File: config.mk
export PLATFORM = sky130hd
export DESIGN_NAME = seq_div4
export DESIGN_NICKNAME = d
export VERILOG_FILES = /design/src/rtl/seq_div_pkg.sv /design/src/rtl/seq_div_step.sv /design/src/rtl/seq_div4.sv
export SDC_FILE = /design/constraint.sdc
export NUM_CORES = 1
export LEC_CHECK = 0
export CAP_MARGIN = 20
export CORE_MARGIN = 3
export CORE_UTILIZATION = 23
export CTS_CLUSTER_DIAMETER = 30
export CTS_CLUSTER_SIZE = 12
export DETAILED_ROUTE_END_ITERATION = 10
export GPL_ROUTABILITY_DRIVEN = 0
export GPL_TIMING_DRIVEN = 1
export PLACE_DENSITY = 0.45
export SLEW_MARGIN = 20
export SYNTH_ARGS = -nofsm -noshare
export SYNTH_HDL_FRONTEND = slang
export SYNTH_SLANG_ARGS = --single-unit
export TNS_END_PERCENT = 30
File: constraint.sdc
create_clock -name CK -period 3 [get_ports CK]
set_clock_uncertainty 0.15 [all_clocks]
set_input_delay 0.6 -clock CK [delete_from_list [all_inputs] [get_ports CK]]
set_output_delay 0.6 -clock CK [all_outputs]
set_load 0.03 [all_outputs]
File: src/rtl/seq_div_pkg.sv
// Shared types and defaults for the sequential restoring divider.
// Optional overflow/divide-by-zero detection is enabled by SEQ_DIV_OVF_EN.
package seq_div_pkg;

    localparam int unsigned SEQ_DIV_W = 4;

    typedef enum logic [1:0] {
        IDLE = 2'd0,
        RUN  = 2'd1,
        DONE = 2'd2
    } state_e;

endpackage

File: src/rtl/seq_div_step.sv
// One restoring-division step: shift {a,l} left, trial-subtract the divisor.
module seq_div_step
    import seq_div_pkg::*;
#(
    parameter int unsigned W = SEQ_DIV_W
) (
    input  logic [W-1:0] a_i,
    input  logic [W-1:0] l_i,
    input  logic [W-1:0] d_i,
    output logic [W-1:0] a_o,
    output logic [W-1:0] l_o
);

    logic [W:0] trial;
    logic [W:0] dext;
    logic       ge;

    always_comb begin
        trial = {a_i, l_i[W-1]};
        dext  = {1'b0, d_i};
        ge    = (trial >= dext);
        a_o   = ge ? W'(trial - dext) : trial[W-1:0];
        l_o   = {l_i[W-2:0], ge};
    end

endmodule

File: src/rtl/seq_div4.sv
// Sequential restoring divider: 2W-bit dividend / W-bit divisor, one bit per clock.
// Define SEQ_DIV_OVF_EN to flag quotient overflow and divide-by-zero at load time.
module seq_div4
    import seq_div_pkg::*;
#(
    parameter int unsigned W = SEQ_DIV_W
) (
    input  logic           CK,
    input  logic           RN,
    input  logic           START,
    input  logic [2*W-1:0] N,
    input  logic [W-1:0]   D,
    output logic [W-1:0]   Q,
    output logic [W-1:0]   R,
    output logic           READY,
    output logic           OVF,
    output logic           DIVZ
);

    localparam int unsigned CW = $clog2(W + 1);

    state_e         state_q, state_d;
    logic [CW-1:0]  cnt_q,   cnt_d;
    logic [W-1:0]   a_q,     a_d;
    logic [W-1:0]   l_q,     l_d;
    logic [W-1:0]   dv_q,    dv_d;
    logic           rdy_q,   rdy_d;
    logic           ovf_q,   ovf_d;
    logic           divz_q,  divz_d;

    logic [W-1:0]   step_a;
    logic [W-1:0]   step_l;

    seq_div_step #(.W(W)) u_step (
        .a_i (a_q),
        .l_i (l_q),
        .d_i (dv_q),
        .a_o (step_a),
        .l_o (step_l)
    );

    // Next-state: START always wins; RUN then steps until the last bit is produced.
    always_comb begin
        state_d = state_q;
        cnt_d   = cnt_q;
        a_d     = a_q;
        l_d     = l_q;
        dv_d    = dv_q;
        rdy_d   = rdy_q;
        ovf_d   = ovf_q;
        divz_d  = divz_q;

        if (START) begin
            a_d     = N[2*W-1:W];
            l_d     = N[W-1:0];
            dv_d    = D;
            cnt_d   = '0;
            state_d = RUN;
            rdy_d   = 1'b0;
`ifdef SEQ_DIV_OVF_EN
            ovf_d   = (N[2*W-1:W] >= D);
            divz_d  = (D == '0);
`else
            ovf_d   = 1'b0;
            divz_d  = 1'b0;
`endif
        end else begin
            case (state_q)
                IDLE: ;
                RUN: begin
                    // An overflowed load skips the iteration and saturates the result.
                    if (ovf_q) begin
                        a_d     = '0;
                        l_d     = '1;
                        state_d = DONE;
                        rdy_d   = 1'b1;
                    end else begin
                        a_d   = step_a;
                        l_d   = step_l;
                        cnt_d = cnt_q + CW'(1);
                        if (cnt_q == CW'(W - 1)) begin
                            state_d = DONE;
                            rdy_d   = 1'b1;
                        end
                    end
                end
                DONE: ;
                default: state_d = IDLE;
            endcase
        end
    end

    always_ff @(posedge CK or negedge RN) begin
        if (!RN) begin
            state_q <= IDLE;
            cnt_q   <= '0;
            a_q     <= '0;
            l_q     <= '0;
            dv_q    <= '0;
            rdy_q   <= 1'b0;
            ovf_q   <= 1'b0;
            divz_q  <= 1'b0;
        end else begin
            state_q <= state_d;
            cnt_q   <= cnt_d;
            a_q     <= a_d;
            l_q     <= l_d;
            dv_q    <= dv_d;
            rdy_q   <= rdy_d;
            ovf_q   <= ovf_d;
            divz_q  <= divz_d;
        end
    end

    assign Q     = l_q;
    assign R     = a_q;
    assign READY = rdy_q;
    assign OVF   = ovf_q;
    assign DIVZ  = divz_q;

endmodule

* Word-level counts from Yosys, hierarchy flattened
Cells that the tools add are included.
Cells by class: reductions and logical operators 6, $lt $le $gt $ge 1, muxes and demuxes 13, eq/ne operators 5, add/subtract/negate cells 2
Operator list (number):
- 4-bit two-way mux | 5
- 3-bit two-way mux | 2
- 5-bit by 4-bit greater-or-equal comparator with 1-bit output | 1
- 2-bit two-way mux | 2
- 2-bit case mux with 2 select lines | 1
- 2-bit AND reduction | 2
- 2-bit nonzero test | 2
- 4-bit subtractor | 1
- 3-bit by 1-bit adder with 3-bit output (second input constant) | 1
- 3-bit by 2-bit == test with 1-bit output (second input constant) | 1
- 1-bit two-way mux | 3
- 3-bit != test (second input constant) | 1
- 2-bit by 1-bit == test with 1-bit output (second input constant) | 1
- 2-bit == test (second input constant) | 1
- 2-bit logical NOT | 1
- 2-bit by 1-bit != test with 1-bit output (second input constant) | 1
- 2-bit OR reduction | 1
Storage, ports and cells: register bits after elaboration 18, logic and storage cells 33

* Longest topological paths before layout
depth after elaboration 4, gate-level depth with buffers 7, gate-level depth less buffers 7

* Cells and area by module
Synthesis repeated with hierarchy kept, for this count alone.
Second synthesis, totals: cell total of the unflattened synthesis 103, area total of the unflattened synthesis 1083.5 µm²
Modules (own cells, without submodules):
- seq_div4 | cells each 71, times used 1, seq. area each 450.4 µm², area an instance 829.5 µm²
- seq_div_step | cells each 32, times used 1, seq. area each 0.0 µm², area an instance 254.0 µm²

* Worst setup path before layout
OpenSTA, ideal clock, no wires.
kind reg2reg, start reg l_q[3] (netlist: Q[3]), end reg a_q[3] (netlist: R[3]), path slack 0.938 ns, stages on the path, launching flop included 7, arrival time 1.830 ns, data required time 2.768 ns, cell sequence dfrtp_1 inv_1 ha_1 nor2b_4 o21a_1 or4b_1 a31oi_1
Between the ends: longest elaborated chain between the ends 4, elaborated cells between the ends (all ways) 5, those cells by class add/sub (1); order compare (1); mux (3)
RTL lines:
- from (decl) | RTL line seq_div4.sv:25 | logic [W-1:0] l_q, l_d;
- from (signal assigned) | RTL line seq_div4.sv:107 | l_q <= l_d;
- 4-bit subtractor / 5-bit by 4-bit greater-or-equal comparator with 1-bit output (equally long branches) | RTL line seq_div_step.sv:22, seq_div_step.sv:21
- 4-bit two-way mux (*) | RTL line seq_div_step.sv:22 | a_o = ge ? W'(trial - dext) : trial[W-1:0];
- 4-bit two-way mux (*) | RTL line seq_div4.sv:68 | case (state_q)
- 4-bit two-way mux (*) | RTL line seq_div4.sv:53 | if (START) begin
- to (signal assigned) | RTL line seq_div4.sv:97 | a_q <= '0;
- to (signal assigned) | RTL line seq_div4.sv:106 | a_q <= a_d;
- to (decl) | RTL line seq_div4.sv:24 | logic [W-1:0] a_q, a_d;
Every way passes the cells marked *; elsewhere a longest branch is shown, timed or not. The select of a mux whose other input is x is not followed. A chain may end at the register's enable or synchronous reset.

* Worst setup path after layout
start reg a_q[3] (netlist: R[3]), end out R[3]
RTL lines:
- to (decl) | RTL line seq_div4.sv:14 | output logic [W-1:0] R,
No word-level cell between the ends.

==> run_results.csv <==
group,metric,value,unit
worst_setup_path,critPathArrivalTime,1.42,ns
cts,clk_latency,0.25,ns
yosys,syn_area,1040,µm²
cts,h-tree-depth,1,
yosys,ys_seq_elements,18,
hold_path,hold_end,"READY",
yosys,postSynthAreaPerCell,9.05,µm²
job,drv_cap,0,
worst_setup_path,r2r-start,"R[1]",
die,io_pins,26,
worst_setup_path,r2r-end,"R[0]",
sta,timing.fmax,460,MHz
grt,grt_pass1_wl,4.20,mm
finish,fin_util,32.7,%
grt,grt.overflow.total,0,
worst_setup_path,crit_fanout,6,
grt,grt_max_degree,22,
sta,hold_viol,0,
worst_setup_path,crit_slowest_cell,"clkdlybuf4s50_1",
yosys,yosysUniqueCellTypes,37,
worst_setup_path,crit_path_end_kind,"primary output",
worst_setup_path,reg2reg_depth,5,
routing,drtIter0Drc,48,
worst_setup_path,max_stage_delay,0.71,ns
yosys,ys_seq_area_share,43.3,%
grt,antenna_found_initial,0,
sta,worstMarginPinSlew,0.826,ns
power,leakagePower,0.603,nW
power,ir_drop,0.225,mV
finish,num-nets-final,160,
hold_path,hold_path.class,"reg -> reg",
cts,cts-root-buf,"clkbuf_8",
cts,cts_setup_buffers,0,
finish,regArea,450,µm²
die,placementRows,23,
die,die_width,73.3,µm
routing,drc_errors,0,
die,start_util,24.9,%
finish,layout-drive-gt1-share,5.84,%
cts,clockBufferDepth,2,
worst_setup_path,required,2.25,ns
yosys,async_flop_share,100,%
placement,io_buffers,23,
run_status,status,"complete, no violations",
sta,tns,0,ns
sta,fin_crit_sh,72.5,%
grt,grt_pass1_vias,848,
finish,syn_to_final_growth,31.3,%
placement,dp_hpwl,1.79,mm
worst_setup_path,path_cells,"clkdlybuf4s50_1",
yosys,synth_edf_count,0,
routing,via_count,869,
sta,rsz0062_at_grt,"false",
hold_path,hold_start,"READY",
sta,max-slew-margin-rel,44.8,%
sta,finalSetupViolations,0,
sta,final-max-slew-violation-count,0,
worst_setup_path,start_kind,"register",
worst_setup_path,crit_type,"reg -> out",
yosys,ys_warn_count,0,
yosys,synthFlopType,"dfrtp_1",
power,p_per_area,883,nW/µm²
worst_setup_path,regToRegSetupSlack,0.98,ns
cts,cts.sinks,18,
finish,diodes,0,
die,dieArea,5370,µm²
cts,cts-buffers-inserted,3,
yosys,synthCells,115,
sta,period_minus_slack,2.17,ns
worst_setup_path,path_buf_inv,1,
power,total_power,0.00121,W
routing,ant_nets,0,
routing,drt-wirelength-per-cell,12.5,µm
cts,cts_hold_buf,0,
grt,grt.total_usage,10.1,%
finish,multi_input_area,527,µm²
cts,cts_tree,"yes",
finish,final.fill_count,435,
hold_path,hold_depth,2,
die,core,4170,µm²
routing,routed_wirelength,2.33,mm
cts,cts.repair.resized,0,
cts,clk_pin_slew_worst_paths,0.07,ns
routing,avgViaCountPerCell,4.65,
worst_setup_path,critical_path.top_delay_family,"buffers and inverters",
die,die_y,73.3,µm
routing,firstDrtPassIters,4,
[routing by layer]
metal	GRT usage, %	share of wire [%]	wire (µm)	up-vias
met5	0	0	0	-
met4	3.69	1.1	25	0
met3	1.92	4.8	113	2
met2	14.8	47	1110	22
met1	14.6	47	1090	410
li1	-	-	-	435
[cell type report]
class                           count  area share, %
Clock buffer                        4           4.03
Inverter                            9           2.47
Multi-Input combinational cell     82           38.6
Sequential cell                    18           33.0
Tap cell                           50           4.58
Timing Repair Buffer               24           17.4
[registers in the layout (all words and copies together), names as in the netlist]
name,cells
Q,4
R,4
dv_q,4
cnt_q,3
state_q,2
READY,1
[worst max-delay path by stage]
stage / cells after the start / endpoint / startpoint / slack, ns
after floorplan: 6 / R[3] / Q[3] / 0.94
after global placement: 3 / Q[0] / START / 0.84
after detailed placement: 3 / Q[1] / START / 0.78
after CTS: 1 / R[3] / R[3] / 0.80
after global routing: 1 / R[3] / R[3] / 0.75
final: 1 / R[3] / R[3] / 0.83
[where the power goes]
part           switching, W  internal (W)
Combinational      0.000351      0.000269
Sequential        0.0000711      0.000314
Clock             0.0000842      0.000117
[synth_stat cells (2+ instances only)]
master | number | area (µm²)
nor2_1 | 8 | 30.0
a21oi_1 | 12 | 60.1
clkbuf_1 | 4 | 15.0
nand3_1 | 3 | 15.0
buf_4 | 2 | 15.0
nand2_1 | 11 | 41.3
dfrtp_1 | 18 | 450
mux2i_1 | 2 | 20.0
ha_1 | 6 | 75.1
o21ai_0 | 10 | 50.1
nor2b_1 | 3 | 18.8
o21ai_1 | 2 | 10.0
inv_1 | 9 | 33.8
a31oi_1 | 2 | 12.5
[layout by cell type, fill, tap and decap left out, types with 2 or more instances in the layout]
cell             instances
clkdlybuf4s50_1         23
dfrtp_1                 18
a21oi_1                 12
nand2_1                 11
o21ai_0                 10
inv_1                    9
nor2_1                   8
ha_1                     6
clkbuf_8                 4
nor2b_1                  3
nand3_1                  3
o21ai_1                  2
mux2i_1                  2
a31oi_1                  2
conb_1                   2
[per-stage QoR]
step           cells  setup slack (ns)  instance area, µm²  hold WS [ns]
5_1_grt          187             0.749                1370         0.386
3_5_place_dp     183             0.783                1310         0.351
3_3_place_gp     183             0.836                1310         0.342
2_1_floorplan    116             0.938                1040         0.154
4_1_cts          187             0.799                1370         0.369
6_report         187             0.825                1370         0.355
[logic make-up (layout without fill, tap and decap cells)]
| group | count (synthesis) | in the layout | synth area share, % |
|---|---|---|---|
| compound gates | 35 | 35 | 20.0 |
| simple gates | 33 | 33 | 16.1 |
| flops | 18 | 18 | 43.3 |
| buf+inv | 16 | 37 | 6.49 |
| fa+ha+maj | 7 | 7 | 9.13 |
| mux | 3 | 3 | 3.00 |
| xor+xnor | 2 | 2 | 1.68 |
| other cells | 1 | 2 | 0.360 |
(Power assumes the default switching activity.)
